[config.mk]
export PLATFORM = sky130hd
export DESIGN_NAME = pc_fetch_unit
export DESIGN_NICKNAME = d
export VERILOG_FILES = /design/src/rtl/pc_fetch_unit.sv
export SDC_FILE = /design/constraint.sdc
export NUM_CORES = 1
export LEC_CHECK = 0
export BUFFER_PORTS_ARGS = -buffer_cell sky130_fd_sc_hd__buf_2
export CORE_MARGIN = 5
export CORE_UTILIZATION = 45
export CTS_BUF_LIST = sky130_fd_sc_hd__clkbuf_4
export CTS_CLUSTER_DIAMETER = 200
export CTS_CLUSTER_SIZE = 8
export DETAILED_ROUTE_END_ITERATION = 7
export PLACE_DENSITY = 0.64
export SLEW_MARGIN = 20
export SYNTH_ARGS = -nofsm -noshare
export SYNTH_HDL_FRONTEND = slang
export SYNTH_SLANG_ARGS = --single-unit
export TNS_END_PERCENT = 50
[constraint.sdc]
create_clock -name CLK -period 10.9 [get_ports CLK]
set_input_delay 0.545 -clock CLK [delete_from_list [all_inputs] [get_ports CLK]]
set_output_delay 0.545 -clock CLK [all_outputs]
set_load 0.01 [all_outputs]
[src/rtl/pc_fetch_unit.sv]
// Instruction fetch stage: holds the PC, fetches into IR, splits decode fields and
// computes the next PC from jump/branch triggers at the end of execute.
module pc_fetch_unit #(
  parameter int                  PC_WIDTH     = 32,
  parameter logic [PC_WIDTH-1:0] RESET_VECTOR = '0
) (
  input  logic                CLK,
  input  logic                RESET,
  input  logic [31:0]         INSTRUCTION,
  input  logic                IMEM_BUSYWAIT,
  input  logic                DMEM_BUSYWAIT,
  input  logic                J_TRIGGER,
  input  logic                BEQ_TRIGGER,
  input  logic                BNE_TRIGGER,
  input  logic                ZERO,
  output logic [PC_WIDTH-1:0] PC,
  output logic                IMEM_READ,
  output logic                INSTR_VALID,
  output logic [7:0]          OPCODE,
  output logic [2:0]          RD,
  output logic [2:0]          RT,
  output logic [2:0]          RS,
  output logic [7:0]          IMMEDIATE,
  output logic [7:0]          OFFSET
);

  typedef enum logic [1:0] {
    S_BOOT  = 2'd0,
    S_FETCH = 2'd1,
    S_EXEC  = 2'd2
  } state_t;

  state_t              state_q, state_d;
  logic [PC_WIDTH-1:0] pc_q, pc_d;
  logic [31:0]         ir_q, ir_d;
  logic                valid_q, valid_d;

  logic [PC_WIDTH-1:0] pc_plus4;
  logic [PC_WIDTH-1:0] target;
  logic                taken;
  logic                unused_ir;

  // Word offset sign-extended and scaled to bytes in one concatenation.
  assign pc_plus4 = pc_q + PC_WIDTH'(4);
  assign target   = pc_plus4 + {{(PC_WIDTH-10){ir_q[23]}}, ir_q[23:16], 2'b00};
  assign taken    = J_TRIGGER | (BEQ_TRIGGER & ZERO) | (BNE_TRIGGER & ~ZERO);

  always_comb begin
    state_d = state_q;
    pc_d    = pc_q;
    ir_d    = ir_q;
    valid_d = valid_q;
    case (state_q)
      S_BOOT: begin
        state_d = S_FETCH;
      end
      S_FETCH: begin
        if (!IMEM_BUSYWAIT) begin
          ir_d    = INSTRUCTION;
          valid_d = 1'b1;
          state_d = S_EXEC;
        end
      end
      S_EXEC: begin
        if (!DMEM_BUSYWAIT) begin
          pc_d    = taken ? target : pc_plus4;
          valid_d = 1'b0;
          state_d = S_FETCH;
        end
      end
      default: begin
        state_d = S_BOOT;
        valid_d = 1'b0;
      end
    endcase
  end

  always_ff @(posedge CLK) begin
    if (RESET) begin
      state_q <= S_BOOT;
      pc_q    <= RESET_VECTOR;
      ir_q    <= '0;
      valid_q <= 1'b0;
    end else begin
      state_q <= state_d;
      pc_q    <= pc_d;
      ir_q    <= ir_d;
      valid_q <= valid_d;
    end
  end

  assign PC          = pc_q;
  assign IMEM_READ   = (state_q == S_FETCH);
  assign INSTR_VALID = valid_q;
  assign OPCODE      = ir_q[31:24];
  assign OFFSET      = ir_q[23:16];
  assign RD          = ir_q[18:16];
  assign RT          = ir_q[10:8];
  assign RS          = ir_q[2:0];
  assign IMMEDIATE   = ir_q[7:0];
  assign unused_ir   = ^ir_q[15:11];

endmodule

After elaboration in Yosys (flattened, before gate mapping). Cells that the tools add are included.

Equal/unequal tests: 4. Shifts and indexed selects: 0. Div/mod/pow operators: 0. Bitwise gates (word level): 8. $add $sub $neg: 2. Muxes and demuxes: 7. $lt $le $gt $ge: 0. Reductions and logical operators: 5. Multipliers: 0.

Operators with widths (number): 32-bit by 3-bit adder with 32-bit output (second input constant) (1); 32-bit adder (1); 32-bit 2-to-1 mux (1); 2-bit case mux with 3 select lines (1); 2-bit AND reduction (3); 2-bit 2-to-1 mux (2); 2-bit inequality test (second input constant) (2); 1-bit inverter (4); 1-bit case mux with 3 select lines (1); 3-bit AND reduction (1); 1-bit bitwise AND (2); 2-bit by 1-bit == test with 1-bit output (second input constant) (1); 2-bit == test (second input constant) (1); 2-bit zero test (1); 1-bit 2-to-1 mux (2); 1-bit bitwise OR (2).

Output and inout port bits: 67. Bits of input ports: 40. Flip-flop bits (word level): 67. Memories kept: 0. RAM bits: 0. Bits in read-only memories: 0. Latch bits: 0. Logic and storage cells: 30.

Longest topological paths before layout.
Depth in word-level cells: 4. Gate-level depth with buffers: 15.

Worst setup path after synthesis. No wires, ideal clock.

Path kind: flip-flop to flip-flop. Start point: reg pc_q[4] (netlist: PC[4]). End point: reg pc_q[31] (netlist: PC[31]). Period minus slack after synthesis: 3732 ps. Arrival: 3601 ps. Data required time: 10769 ps. Buffers on the path: 0. Cell stages (with the launch flop): 14. Setup slack: 7168 ps. Cells stage by stage: dfxtp_1 > and4_1 > and3_1 > nand2_1 > or4_2 > xnor2_1 > ha_1 > a21o_1 > a31o_2 > o32a_1 > and4_1 > a211oi_1 > a31o_1 > a21oi_2.

Cells in the longest elaborated chain, start to end: 3.

Ends and longest elaborated chain: start, declared (line 34) `logic [PC_WIDTH-1:0] pc_q, pc_d;`; start signal, assigned (line 86) `pc_q <= pc_d;`; 32-bit by 3-bit adder with 32-bit output * (line 44) `assign pc_plus4 = pc_q + PC_WIDTH'(4);`; 32-bit adder (line 45) `assign target = pc_plus4 + {{(PC_WIDTH-10){ir_q[23]}}, ir_q[23:16], 2'b00};`; 32-bit 2-to-1 mux * (line 66) `pc_d = taken ? target : pc_plus4;`.

Mark *: on every way between the ends. The rest lies on a longest branch, timed or not. A chain may end at the register's enable or synchronous reset.

Final worst setup path. Same ends and word-level chain as after synthesis.

==> results summary <==
The max-slew violation total from the final report came to 0. For this design, the slowest cell found on the critical path is sky130_fd_sc_hd__o21ai_0. The post-detailed-placement cell area came out at 5330 sq um. The data arrival time of the worst path is 4.54 ns. After detailed routing, the average wire length per cell comes to 16.2 microns. The number of setup buffers added after CTS is 0. Between clock sinks in the finished design, the worst skew comes to 0.0276 ns. The time the worst path needs with I/O delays and setup is 4.21 ns. The portion of total power attributed to combinational logic came out at 18.2%. The cell count of the worst reg-to-reg path is 14.

Summed over all nets, the half-perimeter wirelength after detailed placement is 9.98 mm. The number of cells produced by synthesis came out at 640. Setup repair after global routing left no endpoint under its margin.

The upper clock frequency limit came out at 0.238 GHz. The pre-CTS setup slack is 6.67 ns. The floorplan die height is 113 microns. The area share of the largest cell type after synthesis is 25.1%. The total of endpoints with negative setup slack in the final report came out at 0. For this design the static power due to leakage is 2.45 nW. The clock net sink count came out at 60.

The run finished with clean final reports. Walking the worst path, the cells encountered are and4_1 -> and3_1 -> nand2_1 -> nor3_1 -> xor2_1 -> ha_1 -> nand2_1 -> o21ai_0 -> o41ai_1 -> o21ai_0 -> o21ai_0 -> mux2i_1 -> a31o_1 -> a21oi_2. The count of yosys warnings during synthesis is 0. The worst-case hold path end point is ir_q[23]$_SDFFE_PP0P_. The most repeated library cell on the critical path is sky130_fd_sc_hd__o21ai_0. The starting density of the core is 46.3%. The worst setup path is launched from a flip-flop. The number of antenna diodes in the final layout is 0.

The detail-routed via count per cell came out at 5.81. The via count of the first global-routing pass came out at 4847. The net total in the final layout is 797. Global routing consumed, over all layers together, 21.5% of the routing resources.

During placement, the flow inserted port buffers numbering 99. The initial antenna violation count came out at 0. The H-tree generated during clock tree synthesis spans 3 levels. The clock input transition at the sequential cells of the worst setup and hold paths is 0.14 ns. The mapped netlist covers 4780 sq um. The via total after detailed routing is 5000. Gates resized during post-CTS repair numbered 0. The number of violations reported at the end of detailed-routing iteration 0 came out at 293. Counting instances in the post-synthesis netlist gives the leading cell types as sky130_fd_sc_hd__nand2_1 (112), sky130_fd_sc_hd__a21oi_1 (64), sky130_fd_sc_hd__dfxtp_1 (60). The layout overhead on the synthesized area came out at 14.2%. The clock network latency to the later pin of the worst-skew pair came out at 0.45 ns. The total CTS buffers is 9.

The post-synthesis average cell area came out at 7.47 sq um. The total overflow left after global routing is 0. Of the total power, registers draw 49.7%. The path class of the tightest hold or removal check is in -> reg. In the final layout, the share of cells above drive strength 1 is 19.5%. For the pin with the worst max-slew slack, the measured transition is 0.810 ns. The number of hold buffers added after CTS came out at 0. The flop and latch count out of synthesis is 60. The root buffer cell chosen for the clock tree is sky130_fd_sc_hd__clkbuf_4. With fillers left out, the area of the finished cells amounts to 5460 sq um. The number of buffers on the longest clock path came out at 2. In this run the tightest slew margin relative to its limit is 45.8%. The worst hold slack across all endpoints came out at 0.323 ns.

The slack of the critical path came out at 6.69 ns. The first global-routing pass estimated 22.9 mm of wire. The TritonCTS clock tree is yes. The row count came out at 37.

The stage delay of the slowest cell on the critical path came out at 0.54 ns. The most frequently used cell type in the post-synthesis netlist is sky130_fd_sc_hd__nand2_1. In this run the remaining antenna-violating nets after routing total 0. The pin count of the biggest net entering global routing came out at 63. Internal power comes to 0.308 mW. The synthesized netlist contains 69 unique library cells. The final wirelength came out at 13.9 mm. The number of primary I/O pins is 107. The data required time at the worst endpoint is 11.23 ns. The path type of the worst setup path is reg -> reg. The worst register-to-register path begins at PC[4]$_SDFFE_PP0P_. The post-synthesis sequential area ratio came out at 25.1%. The switching power as a share of total power came out at 34.8%. The clock network accounts for 32.1% of the total power. For this run, the leading register cell type out of synthesis is sky130_fd_sc_hd__dfxtp_1. The slack of the worst reg-to-reg path is 6.69 ns. Along the worst hold path, the cell count comes to 3. The worst setup path is captured at a flip-flop. The first detailed-routing pass ran for 5 iterations. The count of unresolved DRC violations after routing is 0. The floorplan step defined a die boundary enclosing 12800 sq um. In this run the most critical hold path is launched from INSTRUCTION[23]. The layout filler cell count is 1030. The share of flip-flops with an asynchronous set or reset came out at 0%. The maximum VDD drop is 0.0572 mV. The ratio of total power to cell area came out at 86.4 nW/um^2.

The share of the clock period used by the worst path after layout is 38.6%. The final sum of negative setup slack is 0 ns. Ranked by total cell area, the synthesized netlist is headed by sky130_fd_sc_hd__dfxtp_1 (25%), sky130_fd_sc_hd__ha_1 (9.7%), sky130_fd_sc_hd__nand2_1 (8.8%).

The number of enable flip-flop cells after synthesis came out at 0. The endpoint of the most critical register-to-register path is PC[31]$_SDFFE_PP0P_. The hold violation total from the final report is 0. The die span in x is 113 microns. Summed over all instances, the cell type with the most area after synthesis is sky130_fd_sc_hd__dfxtp_1. The core area came out at 10300 sq um. After layout, the design draws a total of 0.472 mW. At the end of routability-driven placement, the weighted congestion stood at 0.887.

The switching power summed over all nets came out at 0.164 mW. The reported max-cap violation count came out at 0. The highest net fanout along the worst path came out at 8.
-- state kept, by name, summed over array words and instances (netlist names) --
name         cells
INSTR_VALID      1
state_q          2
ir_q            27
PC              30
-- how the worst max path moves through the flow --
| stage | start | to | slack [ns] | cells past startpoint |
|---|---|---|---|---|
| 5_1_grt | PC[4]$_SDFFE_PP0P_ | PC[31]$_SDFFE_PP0P_ | 6.27 | 14 |
| 4_1_cts | PC[4]$_SDFFE_PP0P_ | PC[31]$_SDFFE_PP0P_ | 6.66 | 14 |
| 3_3_place_gp | PC[4]$_SDFFE_PP0P_ | PC[31]$_SDFFE_PP0P_ | 6.75 | 14 |
| 6_report | PC[4]$_SDFFE_PP0P_ | PC[31]$_SDFFE_PP0P_ | 6.69 | 14 |
| 2_1_floorplan | PC[4]$_SDFFE_PP0P_ | PC[31]$_SDFFE_PP0P_ | 7.17 | 13 |
| 3_5_place_dp | PC[4]$_SDFFE_PP0P_ | PC[31]$_SDFFE_PP0P_ | 6.67 | 14 |
-- power by group through the flow --
| stage | combinational [mW] | clock, mW | sequential [mW] |
|---|---|---|---|
| 2_1_floorplan | 0.0526 | 0 | 0.243 |
| 4_1_cts | 0.0853 | 0.156 | 0.235 |
| 6_report | 0.0857 | 0.151 | 0.235 |
| 3_5_place_dp | 0.0851 | 0 | 0.239 |
| 5_1_grt | 0.0957 | 0.165 | 0.236 |
| 3_3_place_gp | 0.0830 | 0 | 0.239 |
-- worst max-delay path: cells and delay by family (launching register included) --
family,cells,cell delay (ns)
AND/OR/NAND/NOR,5,1.10
adder cells (fa/ha/maj),1,0.36
AO/OA/AOI/OAI,6,1.65
XOR/XNOR,1,0.23
multiplexers,1,0.31
flip-flops,1,0.47
-- cell type report --
class | instances | area, sq um | share of cell area [%]
Inverter | 9 | 33.8 | 0.619
Clock buffer | 9 | 67.6 | 1.24
Sequential cell | 60 | 1200 | 22.0
Clock inverter | 7 | 51.3 | 0.940
Multi-Input combinational cell | 533 | 3380 | 62.0
Tap cell | 136 | 170 | 3.12
Timing Repair Buffer | 106 | 552 | 10.1
-- cells by family after synthesis --
kind of cell / after synthesis / synth area share [%]
adder cells (fa/ha/maj): 38 / 10.1
buffers and inverters: 48 / 4.55
AND/OR/NAND/NOR: 255 / 25.4
AO/OA/AOI/OAI: 191 / 26.1
multiplexers: 3 / 0.654
XOR/XNOR: 44 / 8.06
other: 1 / 0.0784
flip-flops: 60 / 25.1
-- per-stage QoR --
| stage | instances | util (%) |
|---|---|---|
| 5_1_grt | 860 | 52.9 |
| 3_5_place_dp | 843 | 51.6 |
| 2_1_floorplan | 641 | - |
| 6_report | 860 | 52.9 |
| 3_3_place_gp | 843 | 51.6 |
| 4_1_cts | 859 | 52.8 |
-- cell usage in the layout, fill, tap and decap left out, types with 6 or more instances in the layout --
cell                       instances
sky130_fd_sc_hd__a211oi_1         15
sky130_fd_sc_hd__a21o_1           18
sky130_fd_sc_hd__a21oi_1          64
sky130_fd_sc_hd__a311oi_1         10
sky130_fd_sc_hd__a31oi_1           7
sky130_fd_sc_hd__and3_1           11
sky130_fd_sc_hd__buf_2            99
sky130_fd_sc_hd__buf_4             6
sky130_fd_sc_hd__clkbuf_4          9
sky130_fd_sc_hd__dfxtp_1          60
sky130_fd_sc_hd__ha_1             37
sky130_fd_sc_hd__inv_1             9
sky130_fd_sc_hd__nand2_1         112
sky130_fd_sc_hd__nand3_1          20
sky130_fd_sc_hd__nand4_1          13
sky130_fd_sc_hd__nor2_1           43
sky130_fd_sc_hd__nor3_1           18
sky130_fd_sc_hd__o21ai_0          31
sky130_fd_sc_hd__o21bai_1          6
sky130_fd_sc_hd__xnor2_1          33
sky130_fd_sc_hd__xor2_1           11
-- metal layers --
layer	wire length (microns)	global-route usage (%)	vias to the layer above
met5	0	0	-
met1	6230	26.5	2379
met4	164	5.21	0
li1	-	-	2486
met2	6770	38.0	121
met3	750	4.97	14
(Power assumes the default switching activity.)
